===== src/rtl/ftdi_fifo_arbiter_if.sv =====
// +--------------------------------------------------------------------------+
// | Module   : ftdi_fifo_arbiter_if                                          |
// | Purpose  : Requester/arbiter handshake bundle for the FTDI FIFO arbiter.  |
// | Revision : 1.0                                                           |
// +--------------------------------------------------------------------------+
`default_nettype none

interface ftdi_fifo_arbiter_if;
    logic iRD_REQ;
    logic iWR_REQ;
    logic iRD_DONE_n;
    logic iWR_DONE_n;
    logic iFIFO_RXF_n;
    logic iFIFO_TXE_n;
    logic oRD_GNT;
    logic oWR_GNT;
    logic oBUS_OE;
    logic oBUSY;

    // Requester/FTDI side drives requests and flags, sees the grants.
    modport master (
        output iRD_REQ, iWR_REQ, iRD_DONE_n, iWR_DONE_n, iFIFO_RXF_n, iFIFO_TXE_n,
        input  oRD_GNT, oWR_GNT, oBUS_OE, oBUSY
    );

    modport slave (
        input  iRD_REQ, iWR_REQ, iRD_DONE_n, iWR_DONE_n, iFIFO_RXF_n, iFIFO_TXE_n,
        output oRD_GNT, oWR_GNT, oBUS_OE, oBUSY
    );
endinterface

`default_nettype wire


===== src/rtl/ftdi_fifo_arbiter.sv =====
// +--------------------------------------------------------------------------+
// | Module   : ftdi_fifo_arbiter                                             |
// | Purpose  : Round-robin read/write owner arbiter for a shared FTDI FIFO   |
// |            bus. Optional burst limiting: FTDI_FIFO_ARBITER_BURST_EN.     |
// | Revision : 1.0                                                           |
// +--------------------------------------------------------------------------+
`default_nettype none

module ftdi_fifo_arbiter #(
    parameter int MAX_BURST   = 8,
    parameter int TURN_CYCLES = 2
) (
    input  wire logic          clk,
    input  wire logic          rst,
    ftdi_fifo_arbiter_if.slave bus
);

    typedef enum logic [1:0] {
        IDLE   = 2'd0,
        RD_OWN = 2'd1,
        WR_OWN = 2'd2,
        TURN   = 2'd3
    } state_t;

    localparam logic [3:0] TURN_LAST = 4'(TURN_CYCLES - 1);

    state_t     state_q, state_d;
    logic       last_wr_q, last_wr_d;
    logic [3:0] turn_q, turn_d;
    logic       rd_gnt_q, wr_gnt_q, bus_oe_q, busy_q;

    logic w_rd_elig, w_wr_elig;
    logic w_own_req, w_own_done;

    assign w_rd_elig  = bus.iRD_REQ & ~bus.iFIFO_RXF_n;
    assign w_wr_elig  = bus.iWR_REQ & ~bus.iFIFO_TXE_n;
    // Only the current owner's request and DONE pulse matter in an OWN state.
    assign w_own_req  = (state_q == WR_OWN) ? bus.iWR_REQ     : bus.iRD_REQ;
    assign w_own_done = (state_q == WR_OWN) ? ~bus.iWR_DONE_n : ~bus.iRD_DONE_n;

`ifdef FTDI_FIFO_ARBITER_BURST_EN
    localparam logic [7:0] BURST_MAX = 8'(MAX_BURST);

    logic [7:0] burst_q, burst_d;
    logic [7:0] w_burst_inc;
    logic       w_other_elig;

    assign w_burst_inc  = (burst_q == 8'hFF) ? burst_q : burst_q + 8'd1;
    assign w_other_elig = (state_q == WR_OWN) ? w_rd_elig : w_wr_elig;
`endif

    always_comb begin
        state_d   = state_q;
        last_wr_d = last_wr_q;
        turn_d    = turn_q;
`ifdef FTDI_FIFO_ARBITER_BURST_EN
        burst_d   = burst_q;
`endif
        case (state_q)
            IDLE: begin
                // Read wins a tie only when write was served last.
                if (w_rd_elig && (!w_wr_elig || last_wr_q)) begin
                    state_d   = RD_OWN;
                    last_wr_d = 1'b0;
`ifdef FTDI_FIFO_ARBITER_BURST_EN
                    burst_d   = 8'd0;
`endif
                end else if (w_wr_elig) begin
                    state_d   = WR_OWN;
                    last_wr_d = 1'b1;
`ifdef FTDI_FIFO_ARBITER_BURST_EN
                    burst_d   = 8'd0;
`endif
                end
            end
            RD_OWN, WR_OWN: begin
`ifdef FTDI_FIFO_ARBITER_BURST_EN
                if (w_own_done) begin
                    burst_d = w_burst_inc;
                end
                // Past the limit with nobody waiting, the owner keeps the bus;
                // the next DONE once the other side is waiting releases it.
                if (!w_own_req ||
                    (w_own_done && (w_burst_inc >= BURST_MAX) && w_other_elig)) begin
                    state_d = TURN;
                    turn_d  = 4'd0;
                end
`else
                if (!w_own_req || w_own_done) begin
                    state_d = TURN;
                    turn_d  = 4'd0;
                end
`endif
            end
            TURN: begin
                if (turn_q == TURN_LAST) begin
                    state_d = IDLE;
                    turn_d  = 4'd0;
                end else begin
                    turn_d  = turn_q + 4'd1;
                end
            end
            default: begin
                state_d = IDLE;
                turn_d  = 4'd0;
            end
        endcase
    end

    always_ff @(posedge clk) begin
        if (!rst) begin
            state_q   <= IDLE;
            last_wr_q <= 1'b1;
            turn_q    <= 4'd0;
            rd_gnt_q  <= 1'b0;
            wr_gnt_q  <= 1'b0;
            bus_oe_q  <= 1'b0;
            busy_q    <= 1'b0;
`ifdef FTDI_FIFO_ARBITER_BURST_EN
            burst_q   <= 8'd0;
`endif
        end else begin
            state_q   <= state_d;
            last_wr_q <= last_wr_d;
            turn_q    <= turn_d;
            rd_gnt_q  <= (state_d == RD_OWN);
            wr_gnt_q  <= (state_d == WR_OWN);
            bus_oe_q  <= (state_d == WR_OWN);
            busy_q    <= (state_d != IDLE);
`ifdef FTDI_FIFO_ARBITER_BURST_EN
            burst_q   <= burst_d;
`endif
        end
    end

    assign bus.oRD_GNT = rd_gnt_q;
    assign bus.oWR_GNT = wr_gnt_q;
    assign bus.oBUS_OE = bus_oe_q;
    assign bus.oBUSY   = busy_q;

endmodule

`default_nettype wire


===== src/flat_wrapper.sv =====
// flat-port wrapper written by rule: the top's interface ports become plain ports
module ftdi_fifo_arbiter_flat 
#(
    parameter int MAX_BURST   = 8,
    parameter int TURN_CYCLES = 2
)
  (clk, rst, bus_iRD_REQ, bus_iWR_REQ, bus_iRD_DONE_n, bus_iWR_DONE_n, bus_iFIFO_RXF_n, bus_iFIFO_TXE_n, bus_oRD_GNT, bus_oWR_GNT, bus_oBUS_OE, bus_oBUSY);
  ftdi_fifo_arbiter_if bus_i ();
  input  wire logic clk;
  input  wire logic rst;
  input wire logic [$bits(bus_i.iRD_REQ)-1:0] bus_iRD_REQ;
  input wire logic [$bits(bus_i.iWR_REQ)-1:0] bus_iWR_REQ;
  input wire logic [$bits(bus_i.iRD_DONE_n)-1:0] bus_iRD_DONE_n;
  input wire logic [$bits(bus_i.iWR_DONE_n)-1:0] bus_iWR_DONE_n;
  input wire logic [$bits(bus_i.iFIFO_RXF_n)-1:0] bus_iFIFO_RXF_n;
  input wire logic [$bits(bus_i.iFIFO_TXE_n)-1:0] bus_iFIFO_TXE_n;
  output wire logic [$bits(bus_i.oRD_GNT)-1:0] bus_oRD_GNT;
  output wire logic [$bits(bus_i.oWR_GNT)-1:0] bus_oWR_GNT;
  output wire logic [$bits(bus_i.oBUS_OE)-1:0] bus_oBUS_OE;
  output wire logic [$bits(bus_i.oBUSY)-1:0] bus_oBUSY;
  assign bus_i.iRD_REQ = bus_iRD_REQ;
  assign bus_i.iWR_REQ = bus_iWR_REQ;
  assign bus_i.iRD_DONE_n = bus_iRD_DONE_n;
  assign bus_i.iWR_DONE_n = bus_iWR_DONE_n;
  assign bus_i.iFIFO_RXF_n = bus_iFIFO_RXF_n;
  assign bus_i.iFIFO_TXE_n = bus_iFIFO_TXE_n;
  assign bus_oRD_GNT = bus_i.oRD_GNT;
  assign bus_oWR_GNT = bus_i.oWR_GNT;
  assign bus_oBUS_OE = bus_i.oBUS_OE;
  assign bus_oBUSY = bus_i.oBUSY;
  ftdi_fifo_arbiter #(.MAX_BURST(MAX_BURST), .TURN_CYCLES(TURN_CYCLES)) u_core (.clk(clk), .rst(rst), .bus(bus_i));
endmodule

===== config.mk =====
export PLATFORM = sky130hd
export DESIGN_NAME = ftdi_fifo_arbiter_flat
export DESIGN_NICKNAME = d
export VERILOG_FILES = /design/src/rtl/ftdi_fifo_arbiter_if.sv /design/src/rtl/ftdi_fifo_arbiter.sv /design/src/flat_wrapper.sv
export SDC_FILE = /design/constraint.sdc
export NUM_CORES = 1
export LEC_CHECK = 0
export CAP_MARGIN = 10
export CORE_MARGIN = 2
export CORE_UTILIZATION = 30
export CTS_CLUSTER_DIAMETER = 60
export DETAILED_ROUTE_END_ITERATION = 8
export SYNTH_ARGS = -nofsm -noshare
export SYNTH_HDL_FRONTEND = slang
export SYNTH_SLANG_ARGS = --single-unit
export TNS_END_PERCENT = 10

===== constraint.sdc =====
create_clock -name clk -period 2.11 [get_ports clk]
set_clock_uncertainty 0.15 [all_clocks]
set_input_delay 0.422 -clock clk [delete_from_list [all_inputs] [get_ports clk]]
set_output_delay 0.422 -clock clk [all_outputs]
set_load 0.01 [all_outputs]

==> impl_results.md <==
- Synth Net Count: 79
- Power per cell area: 619 mW/mm^2
- Final instance area: 805 sq um
- Synth unique cells: 25
- Mapped Area: 582 sq um
- Core Rows: 15
- Leakage: 0.333 nW
- Most common cell after layout, fill and taps aside: clkdlybuf4s50_1
- Syn Inst Count: 65
- Final hold vios: 0
- CP required: 2.11 ns
- Worst Reg2Reg Path Length in Cells: 6
- Fmax: 0.500 GHz
- Largest net degree at the start of global routing: 7
- Syn Area/Cell: 8.95 sq um
- Clk root buf: clkbuf_4
- Vias: 526
- Worst slack at placement: -0.111 ns
- 1st-iter DRT viols: 10
- Worst-path maximum fanout: 3
- Wl on met1: 599 um
- Die Y: 48.0 um
- Setup Fix Bufs, Post-CTS: 0
- Hold Crit Class: flip-flop to flip-flop
- Die ar.: 0.00231 sq mm
- Grt total ovfl: 0
- Status: finished, final reports clean
- Area leader, netlist: dfxtp_1
- Vias/cell: 4.74
- Final Cycle Share: 0.948
- WL/cell: 11.0 um
- Net Switching: 0.128 mW
- CTS Hold Buffers Added: 0
- Resize count post-CTS: 0
- Skew-Pair Late Insertion Delay: 0.27 ns
- Number of global-route vias before repair: 456
- Layout Cells excl Fill: 111
- Starting Density: 0.326
- Placed cell area: 768 sq um
- Comb power frac: 0.245
- Met3 routed WL: 37 um
- Top post-synthesis cells by area: dfxtp_1 34%, ha_1 13%, or4b_1 5.2%
- # fillers: 179
- Clk pwr share: 0.344
- CTS max path bufs: 2
- Top_reg_cell synth: dfxtp_1
- Crit path DAT: 2.00 ns
- Die X: 48.0 um
- RSZ-0062 raised after global routing: no
- Worst-path clk slew: 0.07 ns
- Max Slew Vio Count: 0
- TritonCTS Buffers: 3
- Met2 wire len: 565 um
- Asr flop ratio synth: 0
- Top cell type's share of synthesized area: 0.344
- DP Wirelength: 975 um
- GRT Overall Usage: 0.127
- Drt pass-1 iters: 6
- CTS tree: yes
- CP Launch Type: flip-flop
- H-tree levels: 1
- DR top layer: met4
- Seq pwr share: 0.410
- I/O pins: 12
- Setup Crit Path Kind: flip-flop to flip-flop
- Hold Path Stages: 2
- Overall Power: 0.498 mW
- Post-synth EDFFs: 0
- Synthesized flop and latch total: 10
- Final nets: 101
- Total clock sinks: 10
- First-pass GRT wire length: 2000 um
- CP Capture Type: flip-flop
- Slew HR: 0.774
- Post-route ant nets: 0
- Maximum VDD drop: 435 uV
- Core area: 0.00178 sq mm
- Max_cap viols: 0
- DRC viols: 0
- IO Port Bufs: 11
- Post-synthesis sequential area ratio: 0.344
- Antenna diodes: 0
- Switch share: 0.258
- Final Setup Violations: 0
- Final Critical Period: 2.00 ns
- Tightest Pin Transition: 0.336 ns
- Most frequent cells in the layout: 11 x clkdlybuf4s50_1, 10 x dfxtp_1, 7 x inv_1, 7 x buf_4
- Final WL: 1220 um
- Layout cell share with drive strength beyond 1: 0.174
- Ys Warns: 0
- Antenna violations before repair: 0
- Placer congestion estimate: 0.810
- Final WS setup: 0.109 ns
- Post-Place Cells: 107
- Area grow syn2layout: 38.3%
- Internal Pwr Total: 0.370 mW
## area by class of cell
class | instances | area [sq um] | share of cell area
clock buffer | 4 | 36.3 | 0.0451
inverter | 7 | 26.3 | 0.0327
multi-input combinational | 47 | 348 | 0.432
sequential | 10 | 200 | 0.249
tap | 25 | 31.3 | 0.0389
timing repair buffer | 18 | 163 | 0.202
## logic make-up (layout without fill, tap and decap cells)
kind of cell / count (synthesis) / count (layout) / synth area share
AO/OA/AOI/OAI: 18 / 18 / 0.224
adder cells (fa/ha/maj): 6 / 6 / 0.129
buffers and inverters: 8 / 29 / 0.0581
flip-flops: 10 / 10 / 0.344
AND/OR/NAND/NOR: 23 / 23 / 0.245
## state kept, by name, indices dropped and copies added, names as in the netlist
register,flops
u_core.state_q,2
u_core.bus.oRD_GNT,1
u_core.bus.oWR_GNT,1
u_core.bus.oBUSY,1
u_core.last_wr_q,1
u_core.turn_q,4
## layer usage
| metal | vias up | global-route usage |
|---|---|---|
| met2 | 12 | 0.192 |
| met3 | 2 | 0.0453 |
| met4 | 0 | 0.0486 |
| met5 | - | 0 |
| met1 | 233 | 0.163 |
| li1 | 279 | - |
## stage by stage
stage                     hold slack [ns]  setup TNS, ns   util
after detailed placement            0.335         -0.147  0.431
after global routing                0.376              0  0.451
after floorplan                     0.311              0      -
after global placement              0.332        -0.0616  0.431
final                               0.340              0  0.451
after CTS                           0.345              0  0.451
## critical path, stage by stage (launching register included)
cell and delay (ns):
dfxtp_1 0.35, inv_1 0.08, ha_1 0.29, or4b_1 0.50, nand3_1 0.15, o22ai_1 0.12
or2_1 0.25
## final timing paths
| kind | slack [ns] | start | end |
|---|---|---|---|
| min reg2reg | 0.34 | u_core.turn_q[1]$_SDFFE_PN0P_ | u_core.turn_q[1]$_SDFFE_PN0P_ |
| max reg2reg | 0.11 | u_core.state_q[1]$_SDFF_PN0_ | u_core.bus.oBUSY$_SDFF_PN0_ |
| min | 0.34 | u_core.turn_q[1]$_SDFFE_PN0P_ | u_core.turn_q[1]$_SDFFE_PN0P_ |
| max | 0.11 | u_core.state_q[1]$_SDFF_PN0_ | u_core.bus.oBUSY$_SDFF_PN0_ |
## synth_stat cells, drive strengths merged (2+ instances only)
library cell and n:
nand3 4, ha 6, or3 2, nor2b 3, inv 7, dfxtp 10, or4b 3, a21oi 5
a31oi 3, nand2 6, o21ai 2, o22ai 2
## power by group through the flow
stage                     registers [mW]  clock network [mW]  logic (mW)
final                              0.205               0.172       0.122
after global routing               0.206               0.194       0.136
after CTS                          0.205               0.178       0.121
after detailed placement           0.209                   0       0.120
after global placement             0.209                   0       0.119
after floorplan                    0.212                   0      0.0578
Power figures use the tool's default switching activity.
